## config.mk

```make
export PLATFORM = sky130hd
export DESIGN_NAME = id_stage_flat
export DESIGN_NICKNAME = d
export VERILOG_FILES = /design/src/rtl/id_stage_if.sv /design/src/rtl/id_stage.sv /design/src/flat_wrapper.sv
export SDC_FILE = /design/constraint.sdc
export NUM_CORES = 1
export LEC_CHECK = 0
export ABC_AREA = 1
export CAP_MARGIN = 0
export CORE_UTILIZATION = 49
export CTS_CLUSTER_SIZE = 24
export DETAILED_ROUTE_END_ITERATION = 7
export DONT_BUFFER_PORTS = 1
export PLACE_DENSITY = 0.69
export SLEW_MARGIN = 5
export SYNTH_ARGS = -nofsm -noshare
export SYNTH_HDL_FRONTEND = slang
export SYNTH_SLANG_ARGS = --single-unit
export TNS_END_PERCENT = 10
```

## constraint.sdc

```tcl
create_clock -name clk -period 12.1 [get_ports clk]
set_input_delay 1.815 -clock clk [delete_from_list [all_inputs] [get_ports clk]]
set_output_delay 1.815 -clock clk [all_outputs]
set_load 0.05 [all_outputs]
```

## src/rtl/id_stage_if.sv

```systemverilog
// id_stage_if: ID/EX pipeline register bus between decode (master) and execute (slave)
interface id_stage_if #(parameter int XLEN = 32);
  logic ex_ready;
  logic id_ex_valid;
  logic [XLEN-1:0] id_ex_pc;
  logic [XLEN-1:0] id_ex_rs1_val;
  logic [XLEN-1:0] id_ex_rs2_val;
  logic [XLEN-1:0] id_ex_imm;
  logic [4:0] id_ex_rs1;
  logic [4:0] id_ex_rs2;
  logic [4:0] id_ex_rd;
  logic [6:0] id_ex_opcode;
  logic [2:0] id_ex_funct3;
  logic id_ex_funct7b5;
  logic id_ex_regwrite;
  logic id_ex_illegal;
  modport master(
    input ex_ready,
    output id_ex_valid, id_ex_pc, id_ex_rs1_val, id_ex_rs2_val, id_ex_imm,
    output id_ex_rs1, id_ex_rs2, id_ex_rd, id_ex_opcode, id_ex_funct3,
    output id_ex_funct7b5, id_ex_regwrite, id_ex_illegal
  );
  modport slave(
    output ex_ready,
    input id_ex_valid, id_ex_pc, id_ex_rs1_val, id_ex_rs2_val, id_ex_imm,
    input id_ex_rs1, id_ex_rs2, id_ex_rd, id_ex_opcode, id_ex_funct3,
    input id_ex_funct7b5, id_ex_regwrite, id_ex_illegal
  );
endinterface

```

## src/rtl/id_stage.sv

```systemverilog
// id_stage: RV32I decode with WB bypass, load-use stall and ID/EX register
module id_stage #(parameter int XLEN = 32) (
  input  logic clk,
  input  logic reset,
  input  logic if_valid,
  input  logic [31:0] if_instr,
  input  logic [XLEN-1:0] if_pc,
  output logic id_ready,
  input  logic flush,
  output logic [4:0] rf_addr_a,
  output logic [4:0] rf_addr_b,
  input  logic [XLEN-1:0] rf_data_a,
  input  logic [XLEN-1:0] rf_data_b,
  input  logic wb_regwrite,
  input  logic [4:0] wb_rd,
  input  logic [XLEN-1:0] wb_data,
  input  logic ex_load,
  input  logic [4:0] ex_rd,
  id_stage_if.master ex
);
  logic [6:0] opcode;
  logic [4:0] rs1, rs2, rd;
  logic is_r, is_i, is_ld, is_jalr, is_s, is_b, is_lui, is_auipc, is_jal, is_sys;
  logic use_rs1, use_rs2, writes, legal, hazard;
  logic [XLEN-1:0] imm, rs1_val, rs2_val;
  assign opcode = if_instr[6:0];
  assign rs1 = if_instr[19:15];
  assign rs2 = if_instr[24:20];
  assign rd = if_instr[11:7];
  assign rf_addr_a = rs1;
  assign rf_addr_b = rs2;
  always_comb begin
    is_r = opcode == 7'b0110011;
    is_i = opcode == 7'b0010011;
    is_ld = opcode == 7'b0000011;
    is_jalr = opcode == 7'b1100111;
    is_s = opcode == 7'b0100011;
    is_b = opcode == 7'b1100011;
    is_lui = opcode == 7'b0110111;
    is_auipc = opcode == 7'b0010111;
    is_jal = opcode == 7'b1101111;
    is_sys = opcode == 7'b1110011 || opcode == 7'b0001111;
    use_rs1 = is_r | is_i | is_ld | is_jalr | is_s | is_b;
    use_rs2 = is_r | is_s | is_b;
    writes = is_r | is_i | is_ld | is_jalr | is_lui | is_auipc | is_jal;
    legal = writes | is_s | is_b | is_sys;
    imm = (is_i | is_ld | is_jalr) ? {{20{if_instr[31]}}, if_instr[31:20]} :
          is_s ? {{20{if_instr[31]}}, if_instr[31:25], if_instr[11:7]} :
          is_b ? {{19{if_instr[31]}}, if_instr[31], if_instr[7], if_instr[30:25], if_instr[11:8], 1'b0} :
          (is_lui | is_auipc) ? {if_instr[31:12], 12'b0} :
          is_jal ? {{11{if_instr[31]}}, if_instr[31], if_instr[19:12], if_instr[20], if_instr[30:21], 1'b0} :
          '0;
    rs1_val = rs1 == 5'd0 ? '0 : (wb_regwrite && wb_rd == rs1) ? wb_data : rf_data_a;
    rs2_val = rs2 == 5'd0 ? '0 : (wb_regwrite && wb_rd == rs2) ? wb_data : rf_data_b;
    hazard = if_valid & ex_load & (ex_rd != 5'd0) &
             ((use_rs1 & (ex_rd == rs1)) | (use_rs2 & (ex_rd == rs2)));
  end
  assign id_ready = ex.ex_ready & ~hazard;
  always_ff @(posedge clk or posedge reset) begin
    if (reset) begin
      ex.id_ex_valid <= 1'b0;
      ex.id_ex_pc <= '0;
      ex.id_ex_rs1_val <= '0;
      ex.id_ex_rs2_val <= '0;
      ex.id_ex_imm <= '0;
      ex.id_ex_rs1 <= '0;
      ex.id_ex_rs2 <= '0;
      ex.id_ex_rd <= '0;
      ex.id_ex_opcode <= '0;
      ex.id_ex_funct3 <= '0;
      ex.id_ex_funct7b5 <= 1'b0;
      ex.id_ex_regwrite <= 1'b0;
      ex.id_ex_illegal <= 1'b0;
    end else if (flush || (ex.ex_ready && hazard)) begin
      ex.id_ex_valid <= 1'b0;
      ex.id_ex_regwrite <= 1'b0;
      ex.id_ex_illegal <= 1'b0;
    end else if (ex.ex_ready) begin
      ex.id_ex_valid <= if_valid;
      ex.id_ex_pc <= if_pc;
      ex.id_ex_rs1_val <= rs1_val;
      ex.id_ex_rs2_val <= rs2_val;
      ex.id_ex_imm <= imm;
      ex.id_ex_rs1 <= rs1;
      ex.id_ex_rs2 <= rs2;
      ex.id_ex_rd <= rd;
      ex.id_ex_opcode <= opcode;
      ex.id_ex_funct3 <= if_instr[14:12];
      ex.id_ex_funct7b5 <= if_instr[30];
      ex.id_ex_regwrite <= if_valid & writes & (rd != 5'd0);
      ex.id_ex_illegal <= if_valid & ~legal;
    end
  end
endmodule
```

## src/flat_wrapper.sv

```systemverilog
// flat-port wrapper written by rule: the top's interface ports become plain ports
module id_stage_flat 
#(parameter int XLEN = 32)
  (clk, reset, if_valid, if_instr, if_pc, id_ready, flush, rf_addr_a, rf_addr_b, rf_data_a, rf_data_b, wb_regwrite, wb_rd, wb_data, ex_load, ex_rd, ex_ex_ready, ex_id_ex_valid, ex_id_ex_pc, ex_id_ex_rs1_val, ex_id_ex_rs2_val, ex_id_ex_imm, ex_id_ex_rs1, ex_id_ex_rs2, ex_id_ex_rd, ex_id_ex_opcode, ex_id_ex_funct3, ex_id_ex_funct7b5, ex_id_ex_regwrite, ex_id_ex_illegal);
  id_stage_if #(.XLEN(XLEN)) ex_i ();
  input  logic clk;
  input  logic reset;
  input  logic if_valid;
  input  logic [31:0] if_instr;
  input  logic [XLEN-1:0] if_pc;
  output logic id_ready;
  input  logic flush;
  output logic [4:0] rf_addr_a;
  output logic [4:0] rf_addr_b;
  input  logic [XLEN-1:0] rf_data_a;
  input  logic [XLEN-1:0] rf_data_b;
  input  logic wb_regwrite;
  input  logic [4:0] wb_rd;
  input  logic [XLEN-1:0] wb_data;
  input  logic ex_load;
  input  logic [4:0] ex_rd;
  input wire logic [$bits(ex_i.ex_ready)-1:0] ex_ex_ready;
  output wire logic [$bits(ex_i.id_ex_valid)-1:0] ex_id_ex_valid;
  output wire logic [$bits(ex_i.id_ex_pc)-1:0] ex_id_ex_pc;
  output wire logic [$bits(ex_i.id_ex_rs1_val)-1:0] ex_id_ex_rs1_val;
  output wire logic [$bits(ex_i.id_ex_rs2_val)-1:0] ex_id_ex_rs2_val;
  output wire logic [$bits(ex_i.id_ex_imm)-1:0] ex_id_ex_imm;
  output wire logic [$bits(ex_i.id_ex_rs1)-1:0] ex_id_ex_rs1;
  output wire logic [$bits(ex_i.id_ex_rs2)-1:0] ex_id_ex_rs2;
  output wire logic [$bits(ex_i.id_ex_rd)-1:0] ex_id_ex_rd;
  output wire logic [$bits(ex_i.id_ex_opcode)-1:0] ex_id_ex_opcode;
  output wire logic [$bits(ex_i.id_ex_funct3)-1:0] ex_id_ex_funct3;
  output wire logic [$bits(ex_i.id_ex_funct7b5)-1:0] ex_id_ex_funct7b5;
  output wire logic [$bits(ex_i.id_ex_regwrite)-1:0] ex_id_ex_regwrite;
  output wire logic [$bits(ex_i.id_ex_illegal)-1:0] ex_id_ex_illegal;
  assign ex_i.ex_ready = ex_ex_ready;
  assign ex_id_ex_valid = ex_i.id_ex_valid;
  assign ex_id_ex_pc = ex_i.id_ex_pc;
  assign ex_id_ex_rs1_val = ex_i.id_ex_rs1_val;
  assign ex_id_ex_rs2_val = ex_i.id_ex_rs2_val;
  assign ex_id_ex_imm = ex_i.id_ex_imm;
  assign ex_id_ex_rs1 = ex_i.id_ex_rs1;
  assign ex_id_ex_rs2 = ex_i.id_ex_rs2;
  assign ex_id_ex_rd = ex_i.id_ex_rd;
  assign ex_id_ex_opcode = ex_i.id_ex_opcode;
  assign ex_id_ex_funct3 = ex_i.id_ex_funct3;
  assign ex_id_ex_funct7b5 = ex_i.id_ex_funct7b5;
  assign ex_id_ex_regwrite = ex_i.id_ex_regwrite;
  assign ex_id_ex_illegal = ex_i.id_ex_illegal;
  id_stage #(.XLEN(XLEN)) u_core (.clk(clk), .reset(reset), .if_valid(if_valid), .if_instr(if_instr), .if_pc(if_pc), .id_ready(id_ready), .flush(flush), .rf_addr_a(rf_addr_a), .rf_addr_b(rf_addr_b), .rf_data_a(rf_data_a), .rf_data_b(rf_data_b), .wb_regwrite(wb_regwrite), .wb_rd(wb_rd), .wb_data(wb_data), .ex_load(ex_load), .ex_rd(ex_rd), .ex(ex_i));
endmodule
```

==> out/qor.txt <==
status -> finished clean
PortBufs -> 0
Hold Fails Final Rpt -> 0
layout cell share with drive strength beyond 1 -> 0.0530
Slew headroom -> 0.302
largest net degree at the start of global routing -> 155
worst path arrival time -> 3.29 ns
Crit. End Element -> output port
Total GRT Usage -> 0.291
Die ar. -> 0.0178 mm2
Row Count -> 47
WL final -> 26000 um
setup ws final -> 7.00 ns
sequential element share of the synthesized area -> 0.463
synth-to-layout area growth -> 6.13%
Seq cells post-synth -> 157
PD cells -> 167 mW/mm2
share of the synthesized area in the top cell type -> 0.463
Inst Count DP -> 1377
main combinational cell family by area after synthesis -> simple AND/OR/NAND/NOR gates
adder-cell area share of the yosys netlist -> 0
most frequent cells in the layout -> nand2_1 (498), nand3_1 (181), dfrtp_1 (157), nor2_1 (150), inv_1 (93)
fin nets -> 1353
initial antenna violation count -> 0
Clk pwr share -> 0.357
post-CTS setup buffers -> 0
RD Place Congestion -> 0.920
Comb pwr share -> 0.088
Initial Utilization -> 0.506
Peak supply drop -> 0.0849 mV
top_reg_cell synth -> dfrtp_1
hold wc startpoint -> u_core.ex.id_ex_pc[30]$_DFFE_PP0P_
final instance area -> 0.00901 mm2
DR vias/cell -> 5.44
CP Launch Type -> input port
vias in the first global route -> 6978
WL/cell -> 18.4 um
xor/xnor cell area share of the yosys netlist -> 0.00310
GRT overflow -> 0
H-tree depth -> 4
first-pass GRT wire length -> 39900 um
Final setup viols -> 0
Max Buffers Root-to-Sink -> 2
mapped cell area -> 0.00849 mm2
Post-CTS Resized -> 0
top cells by area, synth -> dfrtp_1 (46%), nand2_1 (22%), nand3_1 (11%)
multiplexer share of the synthesized area -> 0
Slew @ Worst Pin -> 1.05 ns
post-route ant nets -> 0
die extent in x -> 134 um
PnR Total Power -> 1500 uW
Setup Skew -> 0 ns
post-synth cell types -> 24
switch share -> 0.400
min Tclk post-route -> 5.10 ns
Metal-1 WL -> 10700 um
CTS tree -> yes
Syn Inst Count -> 1230
DR pass1 iterations -> 5
Net Count, Synth -> 1407
Final Max Tran Viols -> 0
Setup CP Type -> input port to output port
n_diodes -> 0
area leader, netlist -> dfrtp_1
Max Cap Viol -> 0
CP required -> 10.28 ns
met2 wire length -> 11900 um
Post-CTS Hold Buffers -> 0
TNS Setup -> 0 ns
Die H -> 134 um
Ys Warns -> 0
core area -> 0.0168 mm2
Sw Pwr -> 601 uW
sequential power share -> 0.555
Synth Area in Compound Gates -> 0.0199
IO Count -> 345
Placed Instance Area -> 0.00841 mm2
ys async rst share -> 1.00
worst hold path depth -> 2
RSZ-0062 raised after global routing -> false
CTS buffer count -> 17
Syn Area/Cell -> 6.90 um2
Residual DRC -> 0
Lkg Pwr -> 0.00537 uW
worst r2r src -> u_core.ex.id_ex_valid$_DFFE_PP0P_
Clock transition at path regs -> 0.07 ns
Clk Latency, worst-skew pair -> 0.41 ns
Hold Path Class -> flip-flop to flip-flop
Crit Path Max Fanout -> 4
internal cell power -> 902 uW
Vias -> 7662
CTS sink count -> 157
crit path from -> if_instr[1]
routed wl met3 -> 2580 um
commonest non-fill, non-tap cell in the layout -> nand2_1
top layer in use -> met4
Final Instance Count excl. Fillers -> 1409
final period utilization -> 0.422
Worst R2R Path Depth -> 2
Root Buffer -> clkbuf_16
initial drt markers -> 639
number of synthesized flops with an enable pin -> 0
worst slack, placed -> 6.99 ns
DPL Wire Length -> 17300 um
Synth Area in Simple Gates -> 0.418
Max Freq -> 196 MHz
worst paths after layout:
check | end | slack [ns]
hold reg to reg | u_core.ex.id_ex_pc[30]$_DFFE_PP0P_ | 0.79
setup / recovery | id_ready | 7.00
min in group asynchronous | u_core.ex.id_ex_pc[19]$_DFFE_PP0P_ | 1.44
max in group asynchronous | u_core.ex.id_ex_rs2_val[30]$_DFFE_PP0P_ | 9.32
setup reg to reg | u_core.ex.id_ex_valid$_DFFE_PP0P_ | 11.09
hold / removal | u_core.ex.id_ex_pc[30]$_DFFE_PP0P_ | 0.79
layout make-up:
cell class / instances / area, um2
fill: 1662 / 7750
sequential: 157 / 3930
multi-input combinational: 894 / 3780
clock buffer: 17 / 425
inverter: 98 / 373
tap: 220 / 275
clock inverter: 15 / 168
timing repair buffer: 8 / 60.1
logic make-up after synthesis:
| family | Yosys count |
|---|---|
| and+or+nand+nor | 863 |
| xor gates and xnor gates | 3 |
| AOI/OAI and AO/OA | 28 |
| DFF | 157 |
| buffers and inverters | 179 |
flip-flops by register name (all words and copies together) (netlist names):
| register | flops |
|---|---|
| u_core.ex.id_ex_rs2 | 5 |
| u_core.ex.id_ex_rs1_val | 32 |
| u_core.ex.id_ex_funct7b5 | 1 |
| u_core.ex.id_ex_funct3 | 3 |
| u_core.ex.id_ex_regwrite | 1 |
| u_core.ex.id_ex_rs1 | 5 |
| u_core.ex.id_ex_pc | 32 |
| u_core.ex.id_ex_imm | 32 |
| u_core.ex.id_ex_illegal | 1 |
| u_core.ex.id_ex_valid | 1 |
| u_core.ex.id_ex_rd | 5 |
| u_core.ex.id_ex_rs2_val | 32 |
| u_core.ex.id_ex_opcode | 7 |
cell usage after synthesis, types with 3 or more instances:
master	count
o21ai_0	13
inv_1	94
buf_2	34
a21oi_1	4
a21boi_0	6
inv_2	3
nand3_1	183
o211ai_1	4
buf_6	6
buf_4	11
nand2_1	498
clkbuf_1	23
buf_1	6
nor2_1	151
xor2_1	3
nor3_1	5
dfrtp_1	157
nand2_2	14
nand4_1	10
power groups by stage:
stage	logic (uW)	registers, uW	clock network, uW
after floorplan	120	825	0
after global placement	130	845	0
after detailed placement	134	844	0
after CTS	134	835	547
after global routing	154	841	567
final	132	834	536
routing by layer:
metal,GRT usage,up-vias
li1,-,3679
met1,0.374,3567
met2,0.448,371
met3,0.0989,45
met4,0.122,0
met5,0,-
stage by stage:
stage	hold WS [ns]	utilization
global placement	0.776	0.502
global route	0.801	0.537
CTS	0.789	0.537
floorplan	0.750	-
finish	0.785	0.537
detailed placement	0.780	0.502
worst max-delay path, cell delays in order:
cell and delay [ns]:
nand2_1 0.10, inv_1 0.07, nand2_1 0.13, inv_2 0.07
nand2_1 0.08, nand3_1 0.07, nand2_1 0.08, nand2_2 0.07
a21oi_1 0.80
Power figures use the tool's default switching activity.
